### config.mk
export PLATFORM = sky130hd
export DESIGN_NAME = verificador_senha
export DESIGN_NICKNAME = d
export VERILOG_FILES = /design/src/rtl/verificador_senha.sv
export SDC_FILE = /design/constraint.sdc
export NUM_CORES = 1
export LEC_CHECK = 0
export BUFFER_PORTS_ARGS = -buffer_cell sky130_fd_sc_hd__buf_4
export CAP_MARGIN = 20
export CELL_PAD_IN_SITES_DETAIL_PLACEMENT = 0
export CELL_PAD_IN_SITES_GLOBAL_PLACEMENT = 1
export CORE_ASPECT_RATIO = 0.7
export CORE_MARGIN = 2
export CORE_UTILIZATION = 40
export DETAILED_ROUTE_END_ITERATION = 8
export GPL_TIMING_DRIVEN = 0
export PLACE_DENSITY_LB_ADDON = 0.1
export SYNTH_ARGS = -nofsm -noshare
export SYNTH_HDL_FRONTEND = slang
export SYNTH_SLANG_ARGS = --single-unit
### constraint.sdc
create_clock -name clk -period 2.1 [get_ports clk]
set_input_delay 0.42 -clock clk [delete_from_list [all_inputs] [get_ports clk]]
set_output_delay 0.42 -clock clk [all_outputs]
set_load 0.05 [all_outputs]
### src/rtl/verificador_senha.sv
// Four-digit BCD password checker fed by the keypad scanner.
// Optional master-code unlock is built when SENHA_MESTRA_EN is defined.
module verificador_senha #(
  parameter int          ABERTO_CICLOS   = 50000000,
  parameter int          ERRO_CICLOS     = 25000000,
  parameter int          BLOQUEIO_CICLOS = 500000000,
  parameter int          MAX_TENTATIVAS  = 3,
  parameter int          CONT_W          = 30,
  parameter logic [15:0] SENHA_MESTRA    = 16'h9999
) (
  input  logic        clk,
  input  logic        rst_n,
  input  logic [15:0] registrador_w,
  input  logic        salve,
  output logic        aberto,
  output logic        erro,
  output logic        bloqueado,
  output logic        senha_definida,
  output logic [2:0]  tentativas,
  output logic [2:0]  estado
);

  typedef enum logic [2:0] {
    SEM_SENHA = 3'd0,
    TRAVADO   = 3'd1,
    ABERTO    = 3'd2,
    ERRO      = 3'd3,
    BLOQUEIO  = 3'd4
  } estado_t;

  localparam logic [CONT_W-1:0] T_AB = CONT_W'(ABERTO_CICLOS - 1);
  localparam logic [CONT_W-1:0] T_ER = CONT_W'(ERRO_CICLOS - 1);
  localparam logic [CONT_W-1:0] T_BL = CONT_W'(BLOQUEIO_CICLOS - 1);
  localparam logic [2:0]        MAX_T = 3'(MAX_TENTATIVAS);

  estado_t           st_q, st_d;
  estado_t           ret_q, ret_d;
  logic [15:0]       senha_q, senha_d;
  logic [CONT_W-1:0] timer_q, timer_d;
  logic [2:0]        tent_q, tent_d;
  logic              def_q, def_d;
  logic              salve_q;

  logic       ent;
  logic       valido;
  logic       acerto;
  logic       mestra;
  logic       fim;
  logic [2:0] tent_inc;

  assign ent    = salve & ~salve_q;
  assign valido = (registrador_w[15:12] <= 4'd9) &&
                  (registrador_w[11:8]  <= 4'd9) &&
                  (registrador_w[7:4]   <= 4'd9) &&
                  (registrador_w[3:0]   <= 4'd9);
  assign acerto = registrador_w == senha_q;
  assign fim    = timer_q == '0;
  assign tent_inc = (tent_q >= MAX_T) ? MAX_T : tent_q + 3'd1;

`ifdef SENHA_MESTRA_EN
  assign mestra = ent && (registrador_w == SENHA_MESTRA);
`else
  logic unused_mestra;
  assign unused_mestra = ^SENHA_MESTRA;
  assign mestra = 1'b0;
`endif

  always_comb begin
    st_d    = st_q;
    ret_d   = ret_q;
    senha_d = senha_q;
    timer_d = timer_q;
    tent_d  = tent_q;
    def_d   = def_q;
    unique case (st_q)
      SEM_SENHA: begin
        if (ent && valido) begin
          senha_d = registrador_w;
          def_d   = 1'b1;
          st_d    = TRAVADO;
        end else if (ent) begin
          st_d    = ERRO;
          ret_d   = SEM_SENHA;
          timer_d = T_ER;
        end
      end
      TRAVADO: begin
        if (ent && (acerto || mestra)) begin
          tent_d  = '0;
          st_d    = ABERTO;
          timer_d = T_AB;
        end else if (ent) begin
          tent_d = tent_inc;
          if (tent_inc == MAX_T) begin
            st_d    = BLOQUEIO;
            timer_d = T_BL;
          end else begin
            st_d    = ERRO;
            ret_d   = TRAVADO;
            timer_d = T_ER;
          end
        end
      end
      ABERTO: begin
        // A fresh entry wins over the expiring timer.
        if (ent && valido) begin
          senha_d = registrador_w;
          st_d    = TRAVADO;
        end else if (ent) begin
          st_d    = ERRO;
          ret_d   = TRAVADO;
          timer_d = T_ER;
        end else if (fim) begin
          st_d = TRAVADO;
        end else begin
          timer_d = timer_q - 1'b1;
        end
      end
      ERRO: begin
        if (fim) st_d = ret_q;
        else timer_d = timer_q - 1'b1;
      end
      BLOQUEIO: begin
        if (mestra) begin
          tent_d  = '0;
          st_d    = ABERTO;
          timer_d = T_AB;
        end else if (fim) begin
          tent_d = '0;
          st_d   = TRAVADO;
        end else begin
          timer_d = timer_q - 1'b1;
        end
      end
      default: st_d = SEM_SENHA;
    endcase
  end

  always_ff @(posedge clk) begin
    if (!rst_n) begin
      st_q    <= SEM_SENHA;
      ret_q   <= SEM_SENHA;
      senha_q <= '0;
      timer_q <= '0;
      tent_q  <= '0;
      def_q   <= 1'b0;
      salve_q <= 1'b1;
    end else begin
      st_q    <= st_d;
      ret_q   <= ret_d;
      senha_q <= senha_d;
      timer_q <= timer_d;
      tent_q  <= tent_d;
      def_q   <= def_d;
      salve_q <= salve;
    end
  end

  assign aberto         = st_q == ABERTO;
  assign erro           = st_q == ERRO;
  assign bloqueado      = st_q == BLOQUEIO;
  assign senha_definida = def_q;
  assign tentativas     = tent_q;
  assign estado         = st_q;

endmodule
* Word-level counts from Yosys, hierarchy flattened *
Index checks and enable logic that the tools add are counted.

storage, ports and cells
  flip-flop bits (word level) = 57
  bits of input ports = 19
  output and inout bits = 10
  logic and storage cells = 83

cells by class
  add/sub/neg operators = 2
  order comparisons = 5
  equality and inequality tests = 17
  muxes and demuxes = 32
  bitwise operators = 2
  reduce and logical (&&, ||, !) cells = 18

operators by type and width
  operator               number
  $mux 30                7
  $pmux 30 s4            1
  $mux 3                 20
  $logic_not 30->1       1
  $sub 30x1->30 const B  1
  $mux 29                1
  $eq 16x16->1           1
  $le 4x4->1 const B     4
  $pmux 3 s5             1
  $ne 2x2->1 const B     6
  $eq 3x2->1 const B     3
  $pmux 3 s3             1
  $reduce_and 8->1       1
  $ne 2x1->1 const B     3
  $ne 3x3->1 const B     2
  $pmux 3 s2             1
  $reduce_and 3->1       2
  $logic_and 1x1->1      5
  $reduce_and 5->1       1
  $reduce_and 2->1       2
  $reduce_bool 4->1      1
  $reduce_or 2->1        2
  $add 3x1->3 const B    1
  $eq 3x1->1 const B     1
  7 further kinds        7

* Logic depth before layout (Yosys ltp) *
Gate-level depths: netlist (run 1).

  depth after elaboration = 7
  depth in mapped cells = 10
  gate-level depth less buffers = 8

* Worst setup path after synthesis (run 1) *
Ideal clock, no wire load.

  path kind = flip-flop to flip-flop
  start = reg st_q[1], in the netlist estado[1]
  end = reg timer_q[18]
  setup time = 0.060 ns
  data arrival time = 2.699 ns
  required time = 2.040 ns
  setup slack = -0.659 ns
  stages on the path, launching flop included = 7
  clock period less this slack = 2.759 ns
  path through = dfxtp_1 -> clkbuf_1 -> inv_1 -> nor3_1 -> nand2_1 -> a31oi_1 -> o221a_1

on the way
  elaborated cells between the ends (all ways) = 13

RTL lines
  what                                                       RTL line  RTL
  start, declared                                            36        estado_t st_q, st_d;
  start signal, assigned                                     149       st_q <= st_d;
  $eq 3x2->1 *                                               n/a
  net aberto                                                 15        output logic aberto,
  $reduce_bool 4->1 (no line) or $ne 2x2->1 (tied branches)  n/a
  $reduce_and 5->1 (no line)                                 n/a
  end signal, assigned                                       152       timer_q <= timer_d;
  end, declared                                              39        logic [CONT_W-1:0] timer_q, timer_d;

The timed path passes the listed nets; every way through them passes the cells marked *.
A chain may end at the register's enable or synchronous reset.

* Worst setup path after layout (run 1) *
  start = reg timer_q[24]
  end = reg timer_q[22]

on the way
  longest elaborated chain between the ends = 5

RTL lines
  what                  RTL line  RTL
  $logic_not 30->1 *    57        assign fim = timer_q == '0;
  $mux 30 *             n/a
  $mux 30 (2 in a row)  n/a
  $pmux 30 s4 *         n/a

Every way passes the cells marked *; elsewhere a longest branch is shown, timed or not. The select of a mux whose other input is x is not followed.

==> results of run 1 <==
[metal layers]
metal | global-route usage, % | vias up | wire, um
met4 | 7.04 | 0 | 132
met3 | 4.58 | 14 | 906
met2 | 36.6 | 152 | 4750
li1 | - | 1668 | -
met1 | 37.3 | 1677 | 5550
met5 | 0 | - | 0
[where the power goes]
| group | switching [mW] | internal [mW] | total [mW] |
|---|---|---|---|
| clock network | 0.406 | 0.510 | 0.916 |
| registers | 0.150 | 1.14 | 1.29 |
| logic | 1.02 | 0.767 | 1.78 |
[registers in the layout, summed over array words and instances (netlist names)]
name            cells
ret_q               1
senha_definida      1
estado              3
tentativas          3
timer_q            30
senha_q            16
salve_q             1
[cell usage in the layout, fill, tap and decap left out, drive strengths merged, types with 3 or more instances in the layout]
cell type	Yosys	layout
and2	4	4
or3	7	7
nor4	24	24
a21oi	39	39
o21ai	15	15
nor3b	3	3
nor3	19	19
nand2	59	59
o31ai	6	6
buf	5	70
clkbuf	19	21
o221a	4	4
o21a	6	6
o31a	6	6
xnor2	6	6
ha	4	4
nand4	10	10
a211oi	6	6
xor2	19	19
a311o	3	3
or2	3	3
dfxtp	55	55
inv	7	7
nand2b	4	4
nand3	12	12
a31oi	10	10
or4	4	4
nor2	29	29
[logic make-up after synthesis]
kind of cell | count (synthesis) | share of synthesized area [%]
compound gates | 112 | 23.1
buf+inv | 31 | 3.97
flops | 55 | 34.3
fa+ha+maj | 4 | 1.56
simple gates | 184 | 29.6
xor+xnor | 25 | 6.82
mux | 2 | 0.662
[final timing paths]
check | cells past startpoint | slack (ns) | startpoint | to
setup / recovery | 8 | -0.17 | timer_q[24] | timer_q[22]
hold / removal | 2 | 0.33 | salve | salve_q
setup reg to reg | 8 | -0.17 | timer_q[24] | timer_q[22]
hold reg to reg | 2 | 0.47 | senha_q[8] | senha_q[8]
[worst max-delay path: cells and delay by family (launching register included)]
kind	cells	cell delay (ns)
simple gates	4	0.90
buf+inv	3	0.55
flops	1	0.42
compound gates	1	0.28
[area by class of cell]
type	instances	area [um2]
flip-flops and latches	55	1130
plain buffers	19	125
well taps	101	126
repair buffers	64	513
inverters	7	28.8
fillers	723	3300
clock buffers	8	156
multi-input cells	327	2460
[repair_timing]
item / CTS / global route
buffers inserted: 21 / 16
gates resized for setup: 67 / 82
pin swaps: 25 / 41
setup endpoints to repair: 47 / 45
cloned: 0 / 1
==> results.py, run 1 <==
metrics = {
    "logic_synthesis": {
        "synth_area_leader_cell": "sky130_fd_sc_hd__dfxtp_1",
        "asr_flop_ratio_synth_pct": 0,
        "ys_types": 53,
        "synth_top_cells_by_area": "sky130_fd_sc_hd__dfxtp_1 34%, sky130_fd_sc_hd__nand2_1 6.8%, sky130_fd_sc_hd__a21oi_1 6.1%",
        "synthDominantCellAreaShare_pct": 34.3,
        "post_synth_inst_count": 413,
        "post_synth_instance_area_um2": 3210,
        "post_synth_net_total": 436,
        "synth_warnings": 0,
        "postSynth.topFlopCell": "sky130_fd_sc_hd__dfxtp_1",
        "ys_ff_latch": 55,
        "synth_area_per_cell_um2": 7.78,
        "synth-seq-area-share_pct": 34.3,
        "yosys.cell_count.top_type": "sky130_fd_sc_hd__nand2_1",
        "ys_top_cells_by_count": "58 x sky130_fd_sc_hd__nand2_1, 55 x sky130_fd_sc_hd__dfxtp_1, 39 x sky130_fd_sc_hd__a21oi_1",
        "synth-edff-count": 0,
    },
    "finish": {
        "finalNonFillerCells": 581,
        "flow.area_growth_from_synthesis_pct": 41.4,
        "antenna_cells": 0,
        "final_area_um2": 4540,
        "post_route_cells_drive_above_1_share_pct": 37.7,
        "layout.core_utilization_pct": 58.0,
        "fin_nets": 502,
    },
    "power": {
        "power_density_nw_per_um2": 878,
        "peakVddDrop_uv": 552,
        "power.leakage_nw": 1.68,
        "power.total_mw": 3.99,
    },
    "clocking": {
        "cts-buffers-inserted": 5,
        "clk_root_buffer_cell": "sky130_fd_sc_hd__clkbuf_16",
        "clock_latency_ns": 0.30,
        "clk_transition_reported_paths_ns": 0.07,
        "cts.htree.levels": 2,
        "cts-hold-fix-buffers": 0,
        "cts.path.max_buffers": 2,
        "cts_tree": "built",
        "clock_sinks": 55,
    },
    "setup_path": {
        "worst-endpoint-arrival_ns": 2.46,
        "critical_path.endpoint_type": "flip-flop",
        "timing.critical_path.cells": "nor4_4 -> nand2_2 -> buf_6 -> nor4_4 -> buf_4 -> buf_2 -> nor4_1 -> o31a_1",
        "start_kind": "flip-flop",
        "crit_slowest_cell": "sky130_fd_sc_hd__dfxtp_1",
        "worst_path_most_repeated_cell": "sky130_fd_sc_hd__nor4_4",
        "worstPathMaxFanout": 6,
        "path_class": "reg2reg",
        "critPathMaxStageDelay_ns": 0.42,
        "critPathRequiredTime_ns": 2.29,
    },
    "outcome": {
        "violations": "setup timing",
        "outcome": "finished, violations left",
    },
    "grt": {
        "globalRoute.totalOverflow": 0,
        "number_of_global_route_vias_before_repair": 3206,
        "grt_pass1_wl_mm": 17.3,
        "grt_max_degree": 16,
        "initial_antenna_violation_count": 0,
        "grtUsageTotal_pct": 25.0,
    },
    "placement": {
        "dp_slack_ns": -0.801,
        "place_hpwl_mm": 7.35,
        "place_area_um2": 3570,
        "numPlacedInstances": 541,
        "portBuffers": 27,
        "finalWeightedCongestion": 0.869,
    },
    "routing": {
        "route.antenna.remaining_nets": 0,
        "avgViaCountPerCell": 6.04,
        "drt-pass1-iter-count": 5,
        "detailedRoute.firstIterationViolations": 402,
        "via_count": 3511,
        "drt_drc_violations_left": 0,
        "route.final.wire_length_mm": 11.3,
        "wire_per_inst_um": 19.5,
    },
    "sta": {
        "rsz0062_at_grt": "true",
        "achievable-frequency_mhz": 441,
        "worst_clock_skew_ns": 0.00379,
        "period_share_pct": 108,
        "timing.final.hold_violations": 0,
        "final_sum_of_negative_setup_slack_ns": -1.58,
        "worst_slack_ns": -0.168,
        "worst_hold_slack_ns": 0.328,
        "worstMarginPinSlew_ns": 0.638,
        "setup_violations": 20,
        "maxSlewViolCount": 0,
        "finalCriticalPeriod_ns": 2.27,
        "maxSlewHeadroom_pct": 57.4,
    },
    "die": {
        "fp.dieH_um": 79.0,
        "fp.dieArea_um2": 8770,
        "chipWidth_um": 111,
        "core.rowCount": 27,
        "core-area_um2": 7840,
        "floorplan.io_pins": 29,
        "initial_utilization_pct": 41.0,
    },
    "worst_hold_path": {
        "hp-class": "in2reg",
    },
    "run": {
        "drv.max_cap_violation_count": 0,
    },
}
Note: power is estimated with default switching activity, not from simulation.
==> run 2: changes to the inputs <==
CORE_UTILIZATION = 44   (was 40)
clock period = 2.4 ns   (was 2.1 ns; I/O delays follow)
==> run 2 against run 1 <==
Cell area down 15%. Utilization decreased by 4.3 points. Critical path type unchanged. Maximum frequency down 3.9%. Highest routed layer unchanged. The run now ends clean. Sequential cell count stayed put. Largest cell class unchanged. Non-clock buffer count fell by 25.
==> results.py, run 2 (synthesis gave the netlist of run 1 again) <==
metrics = {
    "clocking": {
        "clock_latency_ns": 0.31,
        "cts-hold-fix-buffers": 0,
        "cts.htree.levels": 2,
        "clk_root_buffer_cell": "sky130_fd_sc_hd__clkbuf_8",
        "cts.path.max_buffers": 2,
        "cts_tree": "built",
        "clock_sinks": 55,
        "cts-buffers-inserted": 5,
        "clk_transition_reported_paths_ns": 0.11,
    },
    "grt": {
        "grt_max_degree": 16,
        "globalRoute.totalOverflow": 0,
        "grt_pass1_wl_mm": 16.0,
        "initial_antenna_violation_count": 0,
        "grtUsageTotal_pct": 25.6,
        "number_of_global_route_vias_before_repair": 2965,
    },
    "die": {
        "chipWidth_um": 106,
        "floorplan.io_pins": 29,
        "fp.dieH_um": 75.5,
        "core.rowCount": 26,
        "core-area_um2": 7190,
        "fp.dieArea_um2": 8010,
        "initial_utilization_pct": 44.7,
    },
    "setup_path": {
        "rr_worst_depth": 8,
        "start_kind": "flip-flop",
        "critical_path_s_top_delay_family": "simple AND/OR/NAND/NOR gates",
        "worstPathMaxFanout": 10,
        "timing.critical_path.depth": 8,
        "crit_slowest_cell": "sky130_fd_sc_hd__or4_4",
        "critPathMaxStageDelay_ns": 0.56,
        "critPathRequiredTime_ns": 2.63,
        "path_class": "reg2reg",
        "worst-endpoint-arrival_ns": 2.59,
        "timing.critical_path.cells": "nor4_4 -> nand2_2 -> or4_4 -> buf_8 -> buf_6 -> a31oi_1 -> o21ai_0 -> a211oi_1",
        "crit_buf_inv": 2,
        "critical_path.endpoint_type": "flip-flop",
    },
    "outcome": {
        "outcome": "completed",
    },
    "run": {
        "drv.max_cap_violation_count": 0,
    },
    "finish": {
        "layout_common_cells": "56 x sky130_fd_sc_hd__nand2_1, 52 x sky130_fd_sc_hd__dfxtp_1, 39 x sky130_fd_sc_hd__a21oi_1, 36 x sky130_fd_sc_hd__buf_4, 28 x sky130_fd_sc_hd__nor2_1",
        "regArea_um2": 1110,
        "reg.largest.list": "timer_q (30), senha_q (16)",
        "finalNonFillerCells": 553,
        "flow.area_growth_from_synthesis_pct": 20.0,
        "antenna_cells": 0,
        "fillCellCount": 728,
        "final_area_um2": 3850,
        "largest_register_ffs": 30,
        "fin_nets": 477,
        "registers.top_by_ff_count": "timer_q",
        "final_common_cell": "sky130_fd_sc_hd__nand2_1",
        "post_route_cells_drive_above_1_share_pct": 20.2,
        "area_used_by_multi_input_combinational_logic_um2": 2110,
    },
    "sta": {
        "finalCriticalPeriod_ns": 2.36,
        "worst_clock_skew_ns": 0.0107,
        "maxSlewHeadroom_pct": 48.0,
        "maxSlewViolCount": 0,
        "setup_violations": 0,
        "timing.final.hold_violations": 0,
        "final_sum_of_negative_setup_slack_ns": 0,
        "achievable-frequency_mhz": 424,
        "period_share_pct": 98.4,
        "rsz0062_at_grt": "true",
        "worstMarginPinSlew_ns": 0.773,
        "worst_slack_ns": 0.0393,
    },
    "routing": {
        "route.antenna.remaining_nets": 0,
        "detailedRoute.firstIterationViolations": 324,
        "route.final.wire_length_mm": 10.1,
        "avgViaCountPerCell": 6.06,
        "drt_drc_violations_left": 0,
        "drt-pass1-iter-count": 5,
        "via_count": 3351,
        "wire_per_inst_um": 18.2,
    },
    "power": {
        "power.total_mw": 2.79,
        "power.leakage_nw": 1.43,
        "power_density_nw_per_um2": 724,
        "peakVddDrop_uv": 457,
    },
    "placement": {
        "portBuffers": 27,
        "place_hpwl_mm": 7.17,
        "finalWeightedCongestion": 0.853,
        "numPlacedInstances": 538,
        "dp_slack_ns": -0.571,
        "place_area_um2": 3540,
    },
    "worst_hold_path": {
        "number_of_stages_on_the_worst_hold_path": 2,
        "hp-class": "in2reg",
    },
}
## run 2: changes by cell type in the layout (fill, tap and decap cells not counted), moves of 7 or more
cell	before	now
sky130_fd_sc_hd__buf_4	56	36
sky130_fd_sc_hd__buf_6	8	1
sky130_fd_sc_hd__dfxtp_1	41	52
sky130_fd_sc_hd__dfxtp_2	8	1
sky130_fd_sc_hd__nor4_1	9	18
sky130_fd_sc_hd__nor4_2	8	0
## run 2: worst register-to-register path, stage by stage, from the launching register on
cell and delay [ns]:
sky130_fd_sc_hd__dfxtp_1 0.44, sky130_fd_sc_hd__nor4_4 0.37, sky130_fd_sc_hd__nand2_2 0.14, sky130_fd_sc_hd__or4_4 0.56, sky130_fd_sc_hd__buf_8 0.17, sky130_fd_sc_hd__buf_6 0.15, sky130_fd_sc_hd__a31oi_1 0.12, sky130_fd_sc_hd__o21ai_0 0.09
sky130_fd_sc_hd__a211oi_1 0.25
## run 2: cell type report
type	instances	share of cell area, %
flip-flops and latches	55	28.8
inverters	7	0.682
well taps	98	3.18
plain buffers	22	2.99
clock buffers	8	2.60
repair buffers	36	7.01
multi-input cells	327	54.8
## run 2: layer usage
metal,wire length [um],GRT usage [%],vias up
met5,0,0,-
met4,120,4.97,0
met3,813,4.19,15
met2,4110,37.5,145
met1,5010,39.6,1576
li1,-,-,1615
## run 2: path summary, 6_finish.rpt
kind	from	to	slack, ns
hold reg to reg	senha_q[10]	senha_q[10]	0.47
hold / removal	salve	salve_q	0.36
setup reg to reg	timer_q[24]	estado[0]	0.04
setup / recovery	timer_q[24]	estado[0]	0.04
## run 2: power breakdown
group	internal, mW	total, mW	switching [mW]	leakage, nW
sequential	0.992	1.11	0.114	0.449
clock	0.265	0.586	0.321	0.0515
combinational	0.431	1.10	0.668	0.932
total	1.69	2.79	1.10	1.43
## run 2: per-stage QoR
step	hold slack [ns]	util [%]
floorplan	0.448	-
global placement	0.450	49.3
detailed placement	0.456	49.3
CTS	0.360	51.9
global route	0.363	53.6
finish	0.360	53.6
## run 2: what timing repair did
item | CTS | global route
pin swaps | 2 | 5
endpoints found under the hold margin | 0 | 0
setup endpoints to repair | 34 | 43
buffers inserted | 4 | 5
gates resized for setup | 12 | 39
